`config.mk`:
```
export PLATFORM = sky130hd
export DESIGN_NAME = itr_ctrl_flat
export DESIGN_NICKNAME = d
export VERILOG_FILES = /design/src/rtl/itr_ctrl_if.sv /design/src/rtl/itr_ctrl.sv /design/src/flat_wrapper.sv
export SDC_FILE = /design/constraint.sdc
export NUM_CORES = 1
export LEC_CHECK = 0
export CAP_MARGIN = 0
export CELL_PAD_IN_SITES_DETAIL_PLACEMENT = 0
export CELL_PAD_IN_SITES_GLOBAL_PLACEMENT = 1
export CORE_AREA = 2 2 53 55
export CTS_CLUSTER_SIZE = 10
export DETAILED_ROUTE_END_ITERATION = 6
export DIE_AREA = 0 0 55 57
export DONT_BUFFER_PORTS = 1
export PLACE_DENSITY = 0.69
export SLEW_MARGIN = 30
export SYNTH_ARGS = -nofsm -noshare
export SYNTH_HDL_FRONTEND = slang
export SYNTH_SLANG_ARGS = --single-unit
```
`constraint.sdc`:
```
create_clock -name clk -period 1.64 [get_ports clk]
set_clock_uncertainty 0.2 [all_clocks]
set_input_delay 0 -clock clk [delete_from_list [all_inputs] [get_ports clk]]
set_output_delay 0 -clock clk [all_outputs]
set_load 0.05 [all_outputs]
```
`src/rtl/itr_ctrl_if.sv`:
```
// rtl/itr_ctrl_if.sv - core IO bus bundle shared by the core and the interrupt controller
//
// Signals:
//   req_in    core IO read strobe
//   addr_in   core IO read address
//   out_en    core IO write strobe
//   addr_out  core IO write address
//   data_out  core IO write data
//   rd_data   read data returned to the core's io_in mux
//   rd_sel    rd_data selected for the current read
// Modports: master = core side, slave = peripheral side.
interface itr_ctrl_if #(
  parameter int NUBITS = 32,
  parameter int NADDR  = 3
);
  logic              req_in;
  logic [NADDR-1:0]  addr_in;
  logic              out_en;
  logic [NADDR-1:0]  addr_out;
  logic [NUBITS-1:0] data_out;
  logic [NUBITS-1:0] rd_data;
  logic              rd_sel;

  modport master (
    output req_in, addr_in, out_en, addr_out, data_out,
    input  rd_data, rd_sel
  );

  modport slave (
    input  req_in, addr_in, out_en, addr_out, data_out,
    output rd_data, rd_sel
  );
endinterface

```
`src/rtl/itr_ctrl.sv`:
```
// rtl/itr_ctrl.sv - fixed-priority interrupt controller driving the core's single itr input
//
// Ports:
//   clk, rst  clock; asynchronous active-high reset
//   irq       request lines, rising-edge sensitive
//   hold      core inhibit; blocks a new itr while high
//   io        core IO bus (slave side): vector/status reads, mask/EOI writes
//   itr       registered one-cycle interrupt pulse
//   active    an interrupt is in flight
// Optional: define ITR_WDOG_EN to build the ACK/SRV watchdog (limit WDOGCY cycles).
module itr_ctrl #(
  parameter int NIRQ   = 4,
  parameter int NUBITS = 32,
  parameter int NADDR  = 3,
  parameter int VECADD = 0,
  parameter int STSADD = 1,
  parameter int MSKADD = 0,
  parameter int EOIADD = 1,
  parameter int WDOGCY = 256
) (
  input  logic            clk,
  input  logic            rst,
  input  logic [NIRQ-1:0] irq,
  input  logic            hold,
  itr_ctrl_if.slave       io,
  output logic            itr,
  output logic            active
);
  localparam int VW = (NIRQ > 1) ? $clog2(NIRQ) : 1;

  typedef enum logic [1:0] {IDLE, FIRE, ACK, SRV} state_t;

  state_t          state, state_n;
  logic [NIRQ-1:0] irq_q, pending, mask, rise, eligible, clr;
  logic [VW-1:0]   vec, winner;
  logic            itr_n, wdog;
  logic            vec_rd, msk_wr, eoi_wr;

`ifdef ITR_WDOG_EN
  localparam int CW = $clog2(WDOGCY + 1);
  logic [CW-1:0] wcnt;
  logic          timeout, sts_rd;
  assign sts_rd = io.req_in && (io.addr_in == NADDR'(STSADD));
`endif

  // Only the low NIRQ bits of a mask write carry meaning.
  wire unused_data = &{1'b0, io.data_out[NUBITS-1:NIRQ]};

  assign rise     = irq & ~irq_q;
  assign eligible = pending & mask;
  assign vec_rd   = io.req_in && (io.addr_in == NADDR'(VECADD));
  assign msk_wr   = io.out_en && (io.addr_out == NADDR'(MSKADD));
  assign eoi_wr   = io.out_en && (io.addr_out == NADDR'(EOIADD));
  assign active   = (state != IDLE);

  // Lowest set index wins: scan downwards so the last hit is the lowest.
  always_comb begin
    winner = '0;
    for (int i = NIRQ - 1; i >= 0; i--) begin
      if (eligible[i]) winner = VW'(i);
    end
  end

  always_comb begin
    state_n = state;
    itr_n   = 1'b0;
    clr     = '0;
`ifdef ITR_WDOG_EN
    timeout = 1'b0;
`endif
    case (state)
      IDLE: if (|eligible && !hold) begin
        state_n = FIRE;
        itr_n   = 1'b1;
      end
      FIRE: state_n = ACK;
      ACK: begin
        // An EOI before the vector read is spurious: drop the ISR, keep the request.
        if (eoi_wr) state_n = IDLE;
        else if (vec_rd) begin
          clr[vec] = 1'b1;
          state_n  = SRV;
        end
      end
      SRV: if (eoi_wr) state_n = IDLE;
      default: state_n = IDLE;
    endcase
`ifdef ITR_WDOG_EN
    // Fires only when the cycle carried no handshake; >= also covers an
    // acknowledge landing on the very last ACK cycle.
    if ((state == ACK || state == SRV) && state_n == state && wcnt >= CW'(WDOGCY - 1)) begin
      timeout = 1'b1;
      state_n = IDLE;
    end
`endif
  end

  always_ff @(posedge clk or posedge rst) begin
    if (rst) state <= IDLE;
    else     state <= state_n;
  end

  always_ff @(posedge clk or posedge rst) begin
    if (rst) begin
      itr     <= 1'b0;
      irq_q   <= '0;
      pending <= '0;
      mask    <= '0;
      vec     <= '0;
    end else begin
      itr   <= itr_n;
      irq_q <= irq;
      // A fresh rise outranks the acknowledge clear on the same line.
      pending <= (pending & ~clr) | rise;
      if (msk_wr) mask <= io.data_out[NIRQ-1:0];
      if (itr_n)  vec  <= winner;
    end
  end

`ifdef ITR_WDOG_EN
  always_ff @(posedge clk or posedge rst) begin
    if (rst) begin
      wcnt <= '0;
      wdog <= 1'b0;
    end else begin
      if (state == FIRE) wcnt <= '0;
      else if (state == ACK || state == SRV) wcnt <= wcnt + 1'b1;
      if (timeout)     wdog <= 1'b1;
      else if (sts_rd) wdog <= 1'b0;
    end
  end
`else
  assign wdog = 1'b0;
`endif

  assign io.rd_sel = io.req_in &&
                     (io.addr_in == NADDR'(VECADD) || io.addr_in == NADDR'(STSADD));

  always_comb begin
    io.rd_data = '0;
    if (io.addr_in == NADDR'(VECADD))      io.rd_data = NUBITS'(vec);
    else if (io.addr_in == NADDR'(STSADD)) io.rd_data = NUBITS'({wdog, active, pending});
  end
endmodule
```
`src/flat_wrapper.sv`:
```
// flat-port wrapper written by rule: the top's interface ports become plain ports
module itr_ctrl_flat 
#(
  parameter int NIRQ   = 4,
  parameter int NUBITS = 32,
  parameter int NADDR  = 3,
  parameter int VECADD = 0,
  parameter int STSADD = 1,
  parameter int MSKADD = 0,
  parameter int EOIADD = 1,
  parameter int WDOGCY = 256
)
  (clk, rst, irq, hold, itr, active, io_req_in, io_addr_in, io_out_en, io_addr_out, io_data_out, io_rd_data, io_rd_sel);
  itr_ctrl_if #(.NUBITS(NUBITS), .NADDR(NADDR)) io_i ();
  input  logic clk;
  input  logic rst;
  input  logic [NIRQ-1:0] irq;
  input  logic hold;
  output logic itr;
  output logic active;
  input wire logic [$bits(io_i.req_in)-1:0] io_req_in;
  input wire logic [$bits(io_i.addr_in)-1:0] io_addr_in;
  input wire logic [$bits(io_i.out_en)-1:0] io_out_en;
  input wire logic [$bits(io_i.addr_out)-1:0] io_addr_out;
  input wire logic [$bits(io_i.data_out)-1:0] io_data_out;
  output wire logic [$bits(io_i.rd_data)-1:0] io_rd_data;
  output wire logic [$bits(io_i.rd_sel)-1:0] io_rd_sel;
  assign io_i.req_in = io_req_in;
  assign io_i.addr_in = io_addr_in;
  assign io_i.out_en = io_out_en;
  assign io_i.addr_out = io_addr_out;
  assign io_i.data_out = io_data_out;
  assign io_rd_data = io_i.rd_data;
  assign io_rd_sel = io_i.rd_sel;
  itr_ctrl #(.NIRQ(NIRQ), .NUBITS(NUBITS), .NADDR(NADDR), .VECADD(VECADD), .STSADD(STSADD), .MSKADD(MSKADD), .EOIADD(EOIADD), .WDOGCY(WDOGCY)) u_core (.clk(clk), .rst(rst), .irq(irq), .hold(hold), .io(io_i), .itr(itr), .active(active));
endmodule
```
==> results.cfg <==
[global_routing]
grt_max_degree = 18
grtUsageTotal_pct = 12.8
antenna_found_initial = 0
grt_pass1_wl_um = 2880
first_global_vias = 651
grt-ovfl-total = 0

[floorplanning]
initial_core_util_pct = 39.1
core_sq_mm = 0.00262
dieArea_sq_mm = 0.00314
die_y_um = 57
die-width_um = 55
rows = 19
ios = 82

[route]
viasPerCell = 4.48
num_vias = 708
route.detailed.drc = 0
ant_nets = 0
wl_um = 1800
wl_per_cell_um = 11.4
drt_iter0_markers = 3
first_pass_iters = 2

[clocking]
path_clk_slew_ps = 90
clock_sinks = 17
cts_root_buf = clkbuf_4
h-tree-depth = 1
clock_path_buffers = 2
clkLatencyLatePin_ps = 290
cts_tree = done
cts_made_buffers = 3

[logic_synthesis]
syn_area_sq_mm = 0.00102
synth.distinct_cells = 30
yosysSeqAreaShare_pct = 41.6
syn_area_per_cell_sq_um = 10.5
synth.ff_latch_count = 17
synth_warnings = 0
synthCells = 97

[power]
irDropWorstVdd_mv = 0.705
total_power_w = 0.00134
p_per_area_mw_per_mm2 = 1050
power.leakage_nw = 0.585

[sta]
setup_viol = 0
max_slew_margin_pct = 57.7
finalCriticalPeriod_ps = 1590
slew_violations = 0
clock.fmax_mhz = 631
finalHoldViolCount = 0
hold_ws_ps = 30.6
tns_ps = 0
worstMarginPinSlew_ps = 633
fin_crit_sh_pct = 96.7
rsz0062_at_grt = false

[worst_setup_path]
rr_endpoint = u_core.mask[0]$_DFFE_PP0P_
slowest_stage = dlygate4sd3_1
reg2reg_slack_ps = 50
cp_data_required_time_ps = 1610
critPathLaunchType = input pin
endpoint_kind = flip-flop
critPathMaxStageDelay_ps = 570
cp_max_fo = 2
path_cells = dlygate4sd3_1 -> nor4bb_2 -> a21oi_1 -> dlygate4sd3_1
path_common_cell = dlygate4sd3_1
cp.arrival_ps = 1560
rr_worst_depth = 2
crit_type = input pin to flip-flop
worstReg2RegStart = u_core.mask[0]$_DFFE_PP0P_

[layout]
final_common_cell = conb_1
drive_above_1_share_pct = 17.3
final_cell_mix = 27 x conb_1, 21 x dlygate4sd3_1, 16 x dfrtp_1
diodes = 0
synthToLayoutAreaGrowth_pct = 25.3
final_nets = 175
design_area_sq_mm = 0.00128
fin_util_pct = 49.0

[place]
numPortBuffers = 0
dp_hpwl_um = 1340
placed_area_sq_um = 996
gp_routability_congestion = 0.782

[min_path]
hold_class = input pin to asynchronous set/reset pin

[run]
cap_violations = 0

[outcome]
status = finished, final reports clean
[registers in the layout, indices dropped and copies added, names as in the netlist]
register,cells
u_core.irq_q,4
u_core.mask,4
u_core.pending,4
u_core.state,2
u_core.vec,2
u_core.itr,1
[how the worst max path moves through the flow]
stage	startpoint	endpoint	slack, ps	cells past startpoint
after floorplan	u_core.state[0]$_DFFE_PP0P_	u_core.vec[0]$_DFFE_PP0P_	90	4
after global placement	u_core.state[0]$_DFFE_PP0P_	u_core.vec[0]$_DFFE_PP0P_	150	4
after detailed placement	u_core.state[0]$_DFFE_PP0P_	u_core.vec[0]$_DFFE_PP0P_	140	4
after CTS	u_core.state[0]$_DFFE_PP0P_	io_rd_data[4]	1	5
after global routing	io_addr_out[1]	u_core.state[1]$_DFFE_PP0P_	3	4
final	io_addr_out[1]	u_core.state[1]$_DFFE_PP0P_	50	4
[cell usage after synthesis (all sizes together)]
cell    number  area (sq um)
o311a        1          10.0
o21ai        5          25.0
buf         27           203
a32oi        1          8.76
inv          7          26.3
nand2b       3          26.3
mux2i        2          20.0
mux2         5          60.1
nor2         4          32.5
conb         1          3.75
a21oi        4          20.0
o41ai        3          26.3
a22o         2          17.5
nor3         3          26.3
nor4bb       1          10.0
and2         1          6.26
or3          1          6.26
nor4b        1          23.8
dfrtp       17           425
o31ai        1          7.51
and3         3          18.8
nand2        3          11.3
nand3b       1          7.51
[through the flow]
stage,std cells,setup WS [ps]
floorplan,123,92.2
global placement,131,148
detailed placement,131,141
CTS,158,1.34
global route,158,3.23
finish,158,54.9
[cell families (layout without fill, tap and decap cells)]
| group | Yosys count | count (layout) | synth area share, % |
|---|---|---|---|
| buffers and inverters | 34 | 38 | 22.4 |
| multiplexers | 7 | 7 | 7.83 |
| other | 1 | 27 | 0.367 |
| AO/OA/AOI/OAI | 17 | 17 | 11.3 |
| AND/OR/NAND/NOR | 21 | 21 | 16.5 |
| flip-flops | 17 | 17 | 41.6 |
[power breakdown]
group | internal [W] | leakage, nW | total, W | switching (W)
combinational | 0.000219 | 0.380 | 0.000545 | 0.000326
sequential | 0.000496 | 0.189 | 0.000581 | 0.0000850
clock | 0.0000946 | 0.0150 | 0.000219 | 0.000125
[metal layers]
metal | vias to the layer above | global-route usage [%] | part of all wire (%)
li1 | 342 | - | -
met1 | 329 | 17.2 | 41
met2 | 33 | 19.9 | 50
met3 | 4 | 2.62 | 7.6
met4 | 0 | 5.23 | 1.3
met5 | - | 0 | 0
[area by class of cell]
cell class | count | area [sq um]
fill | 240 | 1330
timing repair buffer | 27 | 272
sequential | 17 | 427
tap | 31 | 38.8
clock buffer | 4 | 26.3
multi-input combinational | 72 | 492
inverter | 7 | 26.3
[critical path: cells and delay by family]
family,cells,cell delay (ps)
buf+inv,2,1120
simple gates,1,330
compound gates,1,110
[timing repair]
action / 4_1_cts / 5_1_grt
setup buffers: 2 / 0
hold buffers: 21 / 0
endpoints found under the setup margin: 1 / 2
endpoints found under the hold margin: 36 / 0
gates resized for setup: 3 / 5
pin swaps: 0 / 1
Power figures use the tool's default switching activity.
